===== config.mk =====
export PLATFORM = sky130hd
export DESIGN_NAME = div_rem_unit
export DESIGN_NICKNAME = d
export VERILOG_FILES = /design/src/rtl/div_rem_unit.sv
export SDC_FILE = /design/constraint.sdc
export NUM_CORES = 1
export LEC_CHECK = 0
export BUFFER_PORTS_ARGS = -buffer_cell sky130_fd_sc_hd__buf_2
export CAP_MARGIN = 25
export CORE_ASPECT_RATIO = 1.4
export CORE_MARGIN = 10
export CORE_UTILIZATION = 25
export CTS_CLUSTER_DIAMETER = 50
export DETAILED_ROUTE_END_ITERATION = 8
export PLACE_DENSITY = 0.4
export SLEW_MARGIN = 10
export SYNTH_ARGS = -nofsm -noshare
export SYNTH_HDL_FRONTEND = slang
export SYNTH_SLANG_ARGS = --single-unit

===== constraint.sdc =====
create_clock -name iCLK -period 8.7 [get_ports iCLK]
set_input_delay 1.74 -clock iCLK [delete_from_list [all_inputs] [get_ports iCLK]]
set_output_delay 1.74 -clock iCLK [all_outputs]
set_load 0.03 [all_outputs]

===== src/rtl/div_rem_unit.sv =====
// Radix-2 restoring divider/remainder for RV32M DIV/DIVU/REM/REMU.
// Produces one quotient bit per cycle, then pulses oReady for one cycle.
module div_rem_unit #(
   parameter int XLEN  = 32,
   parameter int NITER = 32
) (
   input  logic            iCLK,
   input  logic            iRST_n,
   input  logic            iStart,
   input  logic            iKill,
   input  logic [2:0]      iFunct3,
   input  logic [XLEN-1:0] iA,
   input  logic [XLEN-1:0] iB,
   output logic [XLEN-1:0] oResult,
   output logic            oReady,
   output logic            oBusy
);

   localparam int CW = $clog2(NITER);

   typedef enum logic [1:0] {
      IDLE,
      CALC,
      FIX,
      DONE
   } state_t;

   state_t state, stateNext;

   logic [XLEN:0]   rem, remNext;
   logic [XLEN-1:0] quo, quoNext;
   logic [XLEN-1:0] divisor, divisorNext;
   logic [CW-1:0]   count, countNext;
   logic            qneg, qnegNext;
   logic            rneg, rnegNext;
   logic            opRem, opRemNext;
   logic [XLEN-1:0] resultNext;
   logic            readyNext;
   logic            busyNext;

   logic            isSigned;
   logic            signA;
   logic            signB;
   logic [XLEN-1:0] magA;
   logic [XLEN-1:0] magB;
   logic            divZero;
   logic            overflow;
   logic [XLEN+1:0] trial;
   logic [XLEN-1:0] fixVal;

   assign isSigned = ~iFunct3[0];
   assign signA    = isSigned & iA[XLEN-1];
   assign signB    = isSigned & iB[XLEN-1];
   assign magA     = signA ? -iA : iA;
   assign magB     = signB ? -iB : iB;
   assign divZero  = (iB == '0);
   assign overflow = isSigned
                   & (iA == {1'b1, {(XLEN-1){1'b0}}})
                   & (&iB);

   // Shifted remainder can exceed 2^32, so the trial keeps a spare sign bit.
   assign trial = {rem, quo[XLEN-1]} - {2'b00, divisor};

   assign fixVal = opRem
                 ? (rneg ? -rem[XLEN-1:0] : rem[XLEN-1:0])
                 : (qneg ? -quo : quo);

   always_ff @(posedge iCLK or negedge iRST_n) begin
      if (!iRST_n) begin
         state <= IDLE;
      end else begin
         state <= stateNext;
      end
   end

   always_comb begin
      stateNext   = state;
      remNext     = rem;
      quoNext     = quo;
      divisorNext = divisor;
      countNext   = count;
      qnegNext    = qneg;
      rnegNext    = rneg;
      opRemNext   = opRem;
      resultNext  = oResult;
      readyNext   = 1'b0;
      busyNext    = oBusy;
      if (iKill) begin
         stateNext = IDLE;
         busyNext  = 1'b0;
      end else begin
         unique case (state)
            IDLE: begin
               if (iStart && iFunct3[2]) begin
                  if (divZero) begin
                     resultNext = iFunct3[1] ? iA : '1;
                     readyNext  = 1'b1;
                     stateNext  = DONE;
                  end else if (overflow) begin
                     resultNext = iFunct3[1] ? '0 : iA;
                     readyNext  = 1'b1;
                     stateNext  = DONE;
                  end else begin
                     remNext     = '0;
                     quoNext     = magA;
                     divisorNext = magB;
                     countNext   = '0;
                     qnegNext    = signA ^ signB;
                     rnegNext    = signA;
                     opRemNext   = iFunct3[1];
                     busyNext    = 1'b1;
                     stateNext   = CALC;
                  end
               end
            end
            CALC: begin
               quoNext = {quo[XLEN-2:0], ~trial[XLEN+1]};
               remNext = trial[XLEN+1]
                       ? {rem[XLEN-1:0], quo[XLEN-1]}
                       : trial[XLEN:0];
               countNext = count + 1'b1;
               if (count == CW'(NITER-1)) begin
                  stateNext = FIX;
               end
            end
            FIX: begin
               resultNext = fixVal;
               readyNext  = 1'b1;
               busyNext   = 1'b0;
               stateNext  = DONE;
            end
            DONE: begin
               stateNext = IDLE;
            end
            default: begin
               stateNext = IDLE;
            end
         endcase
      end
   end

   always_ff @(posedge iCLK or negedge iRST_n) begin
      if (!iRST_n) begin
         rem     <= '0;
         quo     <= '0;
         divisor <= '0;
         count   <= '0;
         qneg    <= 1'b0;
         rneg    <= 1'b0;
         opRem   <= 1'b0;
         oResult <= '0;
         oReady  <= 1'b0;
         oBusy   <= 1'b0;
      end else begin
         rem     <= remNext;
         quo     <= quoNext;
         divisor <= divisorNext;
         count   <= countNext;
         qneg    <= qnegNext;
         rneg    <= rnegNext;
         opRem   <= opRemNext;
         oResult <= resultNext;
         oReady  <= readyNext;
         oBusy   <= busyNext;
      end
   end

endmodule


After elaboration in Yosys (flattened, before gate mapping) --
Cells that the tools add are included.
Word-level totals: bits of input ports 71, bits in writable memories 0, bits in latches 0, logic and storage cells 92, memories kept 0, register bits after elaboration 141, output and inout port bits 34, memory bits (read-only) 0
Cells by class: mux-type cells 40, multipliers 0, $add $sub $neg 6, magnitude comparators 0, div/mod/pow operators 0, shift-type cells 0, reduce and logical (&&, ||, !) cells 12, eq/ne operators 13, bitwise operators 10
Operators by type and width (count):
- two-way mux 32 bit | 13
- two-way mux 33 bit | 4
- negation 32 bit | 4
- one-hot mux 32 bit (2 select lines) | 2
- one-hot mux 33 bit (2 select lines) | 1
- subtractor 34 x 32 -> 34 bit | 1
- == test 32 bit, second input constant | 1
- logical NOT 32 bit | 1
- AND reduction 32 bit | 1
- two-way mux 5 bit | 3
- != test 3 bit, second input constant | 5
- two-way mux 2 bit | 5
- one-hot mux 5 bit (2 select lines) | 1
- AND reduction 5 bit | 2
- two-way mux 1 bit | 8
- one-hot mux 2 bit (4 select lines) | 1
- AND reduction 4 bit | 2
- != test 2 bit, second input constant | 3
- adder 5 x 1 -> 5 bit, second input constant | 1
- == test 5 bit, second input constant | 1
- NOT 1 bit | 5
- AND 1 bit | 4
- == test 2 bit, second input constant | 2
- one-hot mux 1 bit (2 select lines) | 2
- 7 further kinds | 8

Logic depth before layout (Yosys ltp) --
Gate-level depths: netlist of the first run.
word-level depth 8, mapped depth 13, gate-level depth less buffers 13

Worst setup path after synthesis of the first run --
Ideal clock, no wire load.
kind input to register, from input port iA[20], to register oResult[10], library setup time 0.118 ns, slack 4.315 ns, stages 9, data arrival time 4.267 ns, path buffers 2, cells stage by stage or4_4 > or3_1 > or3_4 > o41ai_4 > nand3_1 > a211o_1 > buf_6 > buf_6 > a21o_1
Between the ends: longest elaborated chain between the ends 5
RTL lines:
- start, declared | line 12 | input logic [XLEN-1:0] iA,
- == test 32 bit | line 58 | & (iA == {1'b1, {(XLEN-1){1'b0}}})
- AND 1 bit | line 58
- AND 1 bit | line 59 | & (&iB);
- != test 3 bit (no source line)
- AND reduction 4 bit (no source line)
- end signal, assigned | line 162 | oResult <= resultNext;
- end, declared | line 14 | output logic [XLEN-1:0] oResult,
No other way between the ends. A chain may end at the register's enable or synchronous reset.

Final worst setup path of the first run --
from input port iA[0], to register quo[1]
Between the ends: longest elaborated chain between the ends 6
RTL lines:
- negation 32 bit | line 54 | assign magA = signA ? -iA : iA;
- two-way mux 32 bit | line 54
- two-way mux 32 bit | line 99 | end else if (overflow) begin
- two-way mux 32 bit | line 95 | if (divZero) begin
- two-way mux 32 bit | line 94 | if (iStart && iFunct3[2]) begin
- one-hot mux 32 bit (2 select lines) | line 92 | unique case (state)
- end signal, assigned | line 156 | quo <= quoNext;
- end, declared | line 31 | logic [XLEN-1:0] quo, quoNext;
Several ways; a longest one is shown, not always the timed one. The select of a mux whose other input is x is not followed.

==> metrics.yaml, run 1 <==
finClkSkew_ns: 0.00776
syn-cell-area_sq_um: 11200
drcViolationCount: 0
clkLatencyLatePin_ns: 0.45
ys_warn_count: 0
dieArea_sq_um: 53800
pre_cts_slack_ns: 2.84
core-area_sq_um: 44200
maxSlewHeadroom_pct: 37.8
r2r_cells: 11
vias: 10100
synth.distinct_cells: 65
final_nets: 1549
final_layout_size_suffix_gt1_share_pct: 13.3
grt_pass1_wl_microns: 59400
cts_root_buf: "clkbuf_16"
min-delay-start: "oResult[21]"
antenna_found_initial: 0
clockBufferDepth: 2
avgRoutedWirePerCell_microns: 18.9
critical_path.cell_chain: "buf_2, inv_1, ha_1, nor3b_1, nand4b_1, or3_4, o41ai_4, or3_2, o31a_2, buf_12, nor2_1, a22oi_1, o21ai_1"
fmaxAchievable_ghz: 0.186
reg2reg_to: "rem[15]"
critPathBufInv: 3
cts_made_buffers: 17
cpLargestDelayFamily: "simple AND/OR/NAND/NOR gates"
ctsResizeCount: 0
r2r_slack_ns: 4.43
cp-end-kind: "flip-flop"
synth_nets: 1492
rsz0062_at_grt: "no"
initial_utilization_pct: 25.3
status: "finished clean"
core.rowCount: 91
fin_ws_ns: 3.32
firstDrtPassIters: 5
grt_pass1_vias: 10100
synthCells: 1378
ioPinCount: 105
clkSinkCount: 141
worst_slew_pin_slew_ns: 0.933
ys_seq_area_share_pct: 31.5
synth-main-ff-cell: "dfrtp_1"
grt_util_all_layers_pct: 14.1
critPathSlowestCell: "or3_4"
min_period_ns: 5.38
postCtsHoldBufs: 0
crit-reg2reg-launch: "rem[11]"
worstSetupStartpointType: "input port"
detail-route-antenna-nets: 0
synth-seq-cells: 141
drv_cap: 0
async_flop_share_pct: 100
power_density_nw_per_um2: 278
tns_ns: 0
dp_hpwl_microns: 28900
holdPathStages: 1
clkTransAtPathRegs_ns: 0.06
hold_viol_final: 0
p_leak_nw: 5.62
port-buffer-count: 104
crit_required_ns: 9.03
critical_path_arrival_ns: 5.71
fp.dieW_microns: 199
drt_iter0_drc: 723
synth_edf_count: 0
area_delta_synth_final_pct: 15.1
drv_slew: 0
die_h_microns: 270
critical-path-max-stage-delay_ns: 0.56
globalRouteOverflowTotal: 0
wirelength_microns: 38000
cp_max_fo: 59
hold_path_end: "oResult[21]"
holdCritPathClass: "reg -> reg"
setup_violations: 0
vdd_drop_max_uv: 143
fin_crit_sh_pct: 61.8
cts_tree: "yes"
ctsHtreeMaxLevel: 4
grt_max_degree: 86
post_cts_buffers: 0
avgSynthCellArea_sq_um: 8.12
worstSetupPathType: "in -> reg"
place.gp.congestion: 0.881
avgViaCountPerCell: 5.03
==> layer usage <==
layer,wire length (microns),track usage (%),up-vias
met5,0,0,-
met4,1240,6.38,0
met3,1230,2.02,42
met2,18100,23.1,190
met1,17400,17.8,4769
li1,-,-,5095
==> worst max-delay path by stage <==
stage                      start     endpoint  slack [ns]  depth (start not counted)
after floorplan           iA[20]  oResult[10]        4.32                          9
after global placement     iA[1]       quo[1]        2.90                         13
after detailed placement   iA[1]       quo[1]        2.84                         13
after CTS                  iA[1]       quo[1]        3.30                         13
after global routing       iA[1]       quo[1]        2.95                         13
final                      iA[0]       quo[1]        3.32                         13
==> final cells by class <==
type	count	area, sq um
Antenna cell	1	2.50
Clock buffer	17	425
Clock inverter	15	234
Fill cell	4797	31300
Inverter	53	199
Multi-Input combinational cell	1101	7120
Sequential cell	141	3530
Tap cell	558	698
Timing Repair Buffer	121	678
==> placed cells by master, fill, tap and decap left out, types with 23 or more instances in the layout <==
cell type and n:
nand2_1 172, xor2_1 80, a21o_1 26, o31ai_1 37
a21oi_1 93, dfrtp_1 141, xnor2_1 67, mux2i_1 37
inv_1 52, buf_2 103, ha_1 42, nor2_1 89
or3_1 24, o21ai_0 144, o211ai_1 23
==> where the power goes <==
group | leakage [nW] | switching, mW | internal, mW
clock network | 0.311 | 0.326 | 0.513
logic | 3.50 | 1.08 | 0.583
registers | 1.81 | 0.206 | 0.876
total | 5.62 | 1.61 | 1.97
==> synthesized netlist by cell type, types with 25 or more instances <==
master	instances	area (sq um)
xnor2_1	68	596
nand2_1	172	646
clkbuf_1	54	203
o31ai_1	38	285
mux2i_1	37	370
a21oi_1	93	465
xor2_1	80	701
o21ai_0	144	721
a21o_1	26	195
dfrtp_1	141	3530
or3_1	25	156
ha_1	42	526
nor2_1	89	334
inv_1	52	195
==> through the flow <==
| stage | std cells | power [mW] | hold slack, ns | utilization, % | instance area [sq um] |
|---|---|---|---|---|---|
| CTS | 2005 | 3.63 | 0.476 | 29.1 | 12900 |
| detailed placement | 1973 | 2.77 | 0.460 | 27.6 | 12200 |
| global route | 2006 | 3.87 | 0.498 | 29.2 | 12900 |
| global placement | 1971 | 2.76 | 0.455 | 27.6 | 12200 |
| finish | 2007 | 3.58 | 0.470 | 29.2 | 12900 |
| floorplan | 1378 | 2.28 | 0.445 | - | 11200 |
==> flip-flops by register name (all words and copies together) (netlist names) <==
name	cells
oBusy	1
rem	33
qneg	1
divisor	32
opRem	1
state	2
count	5
quo	32
rneg	1
oReady	1
oResult	32
==> cells by family (layout without fill, tap and decap cells) <==
kind of cell	count (synthesis)	count (layout)	share of synthesized area, %
AO/OA/AOI/OAI	457	457	26.1
AND/OR/NAND/NOR	415	415	17.3
XOR/XNOR	148	148	11.6
flip-flops	141	141	31.5
buffers and inverters	136	206	5.20
adder cells (fa/ha/maj)	43	43	4.87
multiplexers	38	38	3.41
other	0	1	0
==> worst register-to-register path: cells and delay by family (launching register included) <==
kind,cells,cell delay [ns]
flops,1,0.49
fa+ha+maj,1,0.48
buf+inv,1,0.48
simple gates,3,0.90
mux,1,0.31
xor+xnor,1,0.17
compound gates,4,1.34
(Power assumes the default switching activity.)
==> run 2, diff against run 1 <==
--- a/config.mk
+++ b/config.mk
@@ -12,7 +12,7 @@
 export CORE_UTILIZATION = 25
 export CTS_CLUSTER_DIAMETER = 50
 export DETAILED_ROUTE_END_ITERATION = 8
-export PLACE_DENSITY = 0.4
+export PLACE_DENSITY = 0.42
 export SLEW_MARGIN = 10
 export SYNTH_ARGS = -nofsm -noshare
 export SYNTH_HDL_FRONTEND = slang
==> constraint.sdc (replaced) <==
create_clock -name iCLK -period 4.4 [get_ports iCLK]
set_input_delay 0.88 -clock iCLK [delete_from_list [all_inputs] [get_ports iCLK]]
set_output_delay 0.88 -clock iCLK [all_outputs]
set_load 0.03 [all_outputs]
==> metrics.yaml, run 2 (synthesis results as in run 1) <==
drcViolationCount: 0  # unchanged
globalRouteOverflowTotal: 0  # unchanged
firstDrtPassIters: 5  # unchanged
worstSetupPathType: "reg -> reg"  # was in -> reg
r2r_cells: 11  # unchanged
clkPwrFrac_pct: 22.8  # was 23.4%
ioPinCount: 105  # unchanged
sequentialPowerShare_pct: 30.5  # was 30.2%
setup_violations: 0  # unchanged
final_layout_size_suffix_gt1_share_pct: 14.9  # was 13.3%
max_flop_register: "rem"  # unchanged
drv_cap: 0  # unchanged
tns_ns: 0  # unchanged
fmaxAchievable_ghz: 0.250
ctsHtreeMaxLevel: 4  # unchanged
final_cell_mix: "nand2_1 (172), o21ai_0 (144), dfrtp_1 (141)"  # unchanged
core.rowCount: 91  # unchanged
status: "finished clean"  # unchanged
clockBufferDepth: 2  # unchanged
hold_viol_final: 0  # unchanged
cts_tree: "yes"  # unchanged
cp-end-kind: "flip-flop"  # unchanged
min_period_ns: 4.00
fp.dieW_microns: 199  # unchanged
drt_iter0_drc: 643  # was 723
clkLatencyLatePin_ns: 0.46  # was 0.45 ns
intPower_mw: 3.93  # was 1.97 mW
holdCritPathClass: "in -> async"  # was reg -> reg
finClkSkew_ns: 0.00951  # was 0.00776 ns
fin_crit_sh_pct: 90.9
antenna_found_initial: 1  # was 0
final_nets: 1577  # was 1549
maxSlewHeadroom_pct: 32.6  # was 37.8%
rsz0062_at_grt: "no"  # unchanged
p_leak_nw: 5.77  # was 5.62 nW
grt_max_degree: 97  # was 86
grt_pass1_wl_microns: 59800  # was 59400 microns
cp_max_fo: 27  # was 59
die_h_microns: 270  # unchanged
dieArea_sq_um: 53800  # unchanged
cts_root_buf: "clkbuf_16"  # unchanged
switchingPower_mw: 3.20  # was 1.61 mW
port-buffer-count: 104  # unchanged
dp_hpwl_microns: 29300  # was 28900 microns
fin_cells: 2035  # was 2007
grt_util_all_layers_pct: 14.1  # about the same
clkSinkCount: 141  # unchanged
p_comb_share_pct: 46.8  # was 46.4%
critical_path_arrival_ns: 4.33  # was 5.71 ns
post_cts_buffers: 0  # unchanged
detail-route-antenna-nets: 0  # unchanged
vdd_drop_max_uv: 297  # was 143 uV
cts_made_buffers: 17  # unchanged
placed_cells: 2001  # was 1973
place.gp.congestion: 0.824  # was 0.881
avgViaCountPerCell: 5.04  # was 5.03
power_density_nw_per_um2: 543  # was 278 nW/um^2
worst_slew_pin_slew_ns: 1.01  # was 0.933 ns
initial_utilization_pct: 25.3  # unchanged
vias: 10300  # was 10100
worstSetupStartpointType: "flip-flop"  # was input port
drv_slew: 0  # unchanged
clkTransAtPathRegs_ns: 0.07  # was 0.06 ns
power_switching_share_pct: 44.9  # was 45.0%
postCtsHoldBufs: 0  # unchanged
hold_ws_ns: 0.332  # was 0.470 ns
ctsResizeCount: 0  # unchanged
avgRoutedWirePerCell_microns: 18.6  # was 18.9 microns
crit_required_ns: 4.73  # was 9.03 ns
core-area_sq_um: 44200  # unchanged
layout_commonest_cell: "nand2_1"  # unchanged
fillers: 4788  # was 4797
wirelength_microns: 37800  # was 38000 microns
area_delta_synth_final_pct: 17.2  # was 15.1%
grt_pass1_vias: 10400  # was 10100
largest_register_ffs: 33  # unchanged
==> run 2: cell count changes in the layout (fill, tap and decap cells not counted), sizes merged <==
cell | before | now
clkinv | 4 | 5
clkbuf | 17 | 19
buf | 121 | 149
bufinv | 5 | 4
inv | 56 | 54
==> run 2: layout make-up <==
class                      instances  area [sq um]  share of cell area, %
sequential                       141          3530                   26.9
multi-input combinational       1101          7120                   54.2
antenna                            1          2.50                 0.0191
inverter                          53           199                   1.52
timing repair buffer             149           935                   7.12
clock inverter                    13           188                   1.43
clock buffer                      19           453                   3.45
tap                              558           698                   5.32
==> run 2: worst max-delay path, stage by stage (launching register included) <==
cell     delay (ns)
dfrtp_1        0.47
ha_1           0.48
nand4_1        0.16
nor4_1         0.31
o21ai_0        0.26
and3_1         0.29
o41a_1         0.48
o41ai_2        0.45
xnor2_2        0.33
buf_12         0.30
mux2i_1        0.21
o21ai_0        0.10
==> run 2: worst paths after layout <==
| kind | start | endpoint | slack (ns) |
|---|---|---|---|
| max reg2reg | rem[10] | rem[5] | 0.40 |
| max | rem[10] | rem[5] | 0.40 |
| min reg2reg | oResult[11] | oResult[11] | 0.47 |
| min | iRST_n | oResult[23] | 0.33 |
| min in group iCLK | oResult[11] | oResult[11] | 0.47 |
| max in group asynchronous | iRST_n | divisor[16] | 2.99 |
==> run 2: power groups by stage <==
stage / registers (mW) / logic (mW) / clock network, mW
finish: 2.17 / 3.33 / 1.62
global route: 2.25 / 3.74 / 1.72
CTS: 2.17 / 3.37 / 1.66
detailed placement: 2.19 / 3.36 / 0
global placement: 2.19 / 3.34 / 0
floorplan: 2.28 / 2.23 / 0
==> run 2: stage by stage <==
stage	area (sq um)	util, %	setup WS [ns]	power (mW)
global placement	12400	28.2	0.417	5.53
CTS	13100	29.6	0.404	7.21
finish	13100	29.7	0.400	7.13
detailed placement	12400	28.2	0.427	5.55
floorplan	11200	-	0.875	4.50
global route	13100	29.7	0.203	7.70
==> run 2: metal layers <==
layer	routed length, microns	track usage, %	vias to the layer above
met1	17000	17.6	4837
met5	0	0	-
met4	1110	5.76	0
li1	-	-	5170
met3	1360	2.32	50
met2	18400	23.6	207
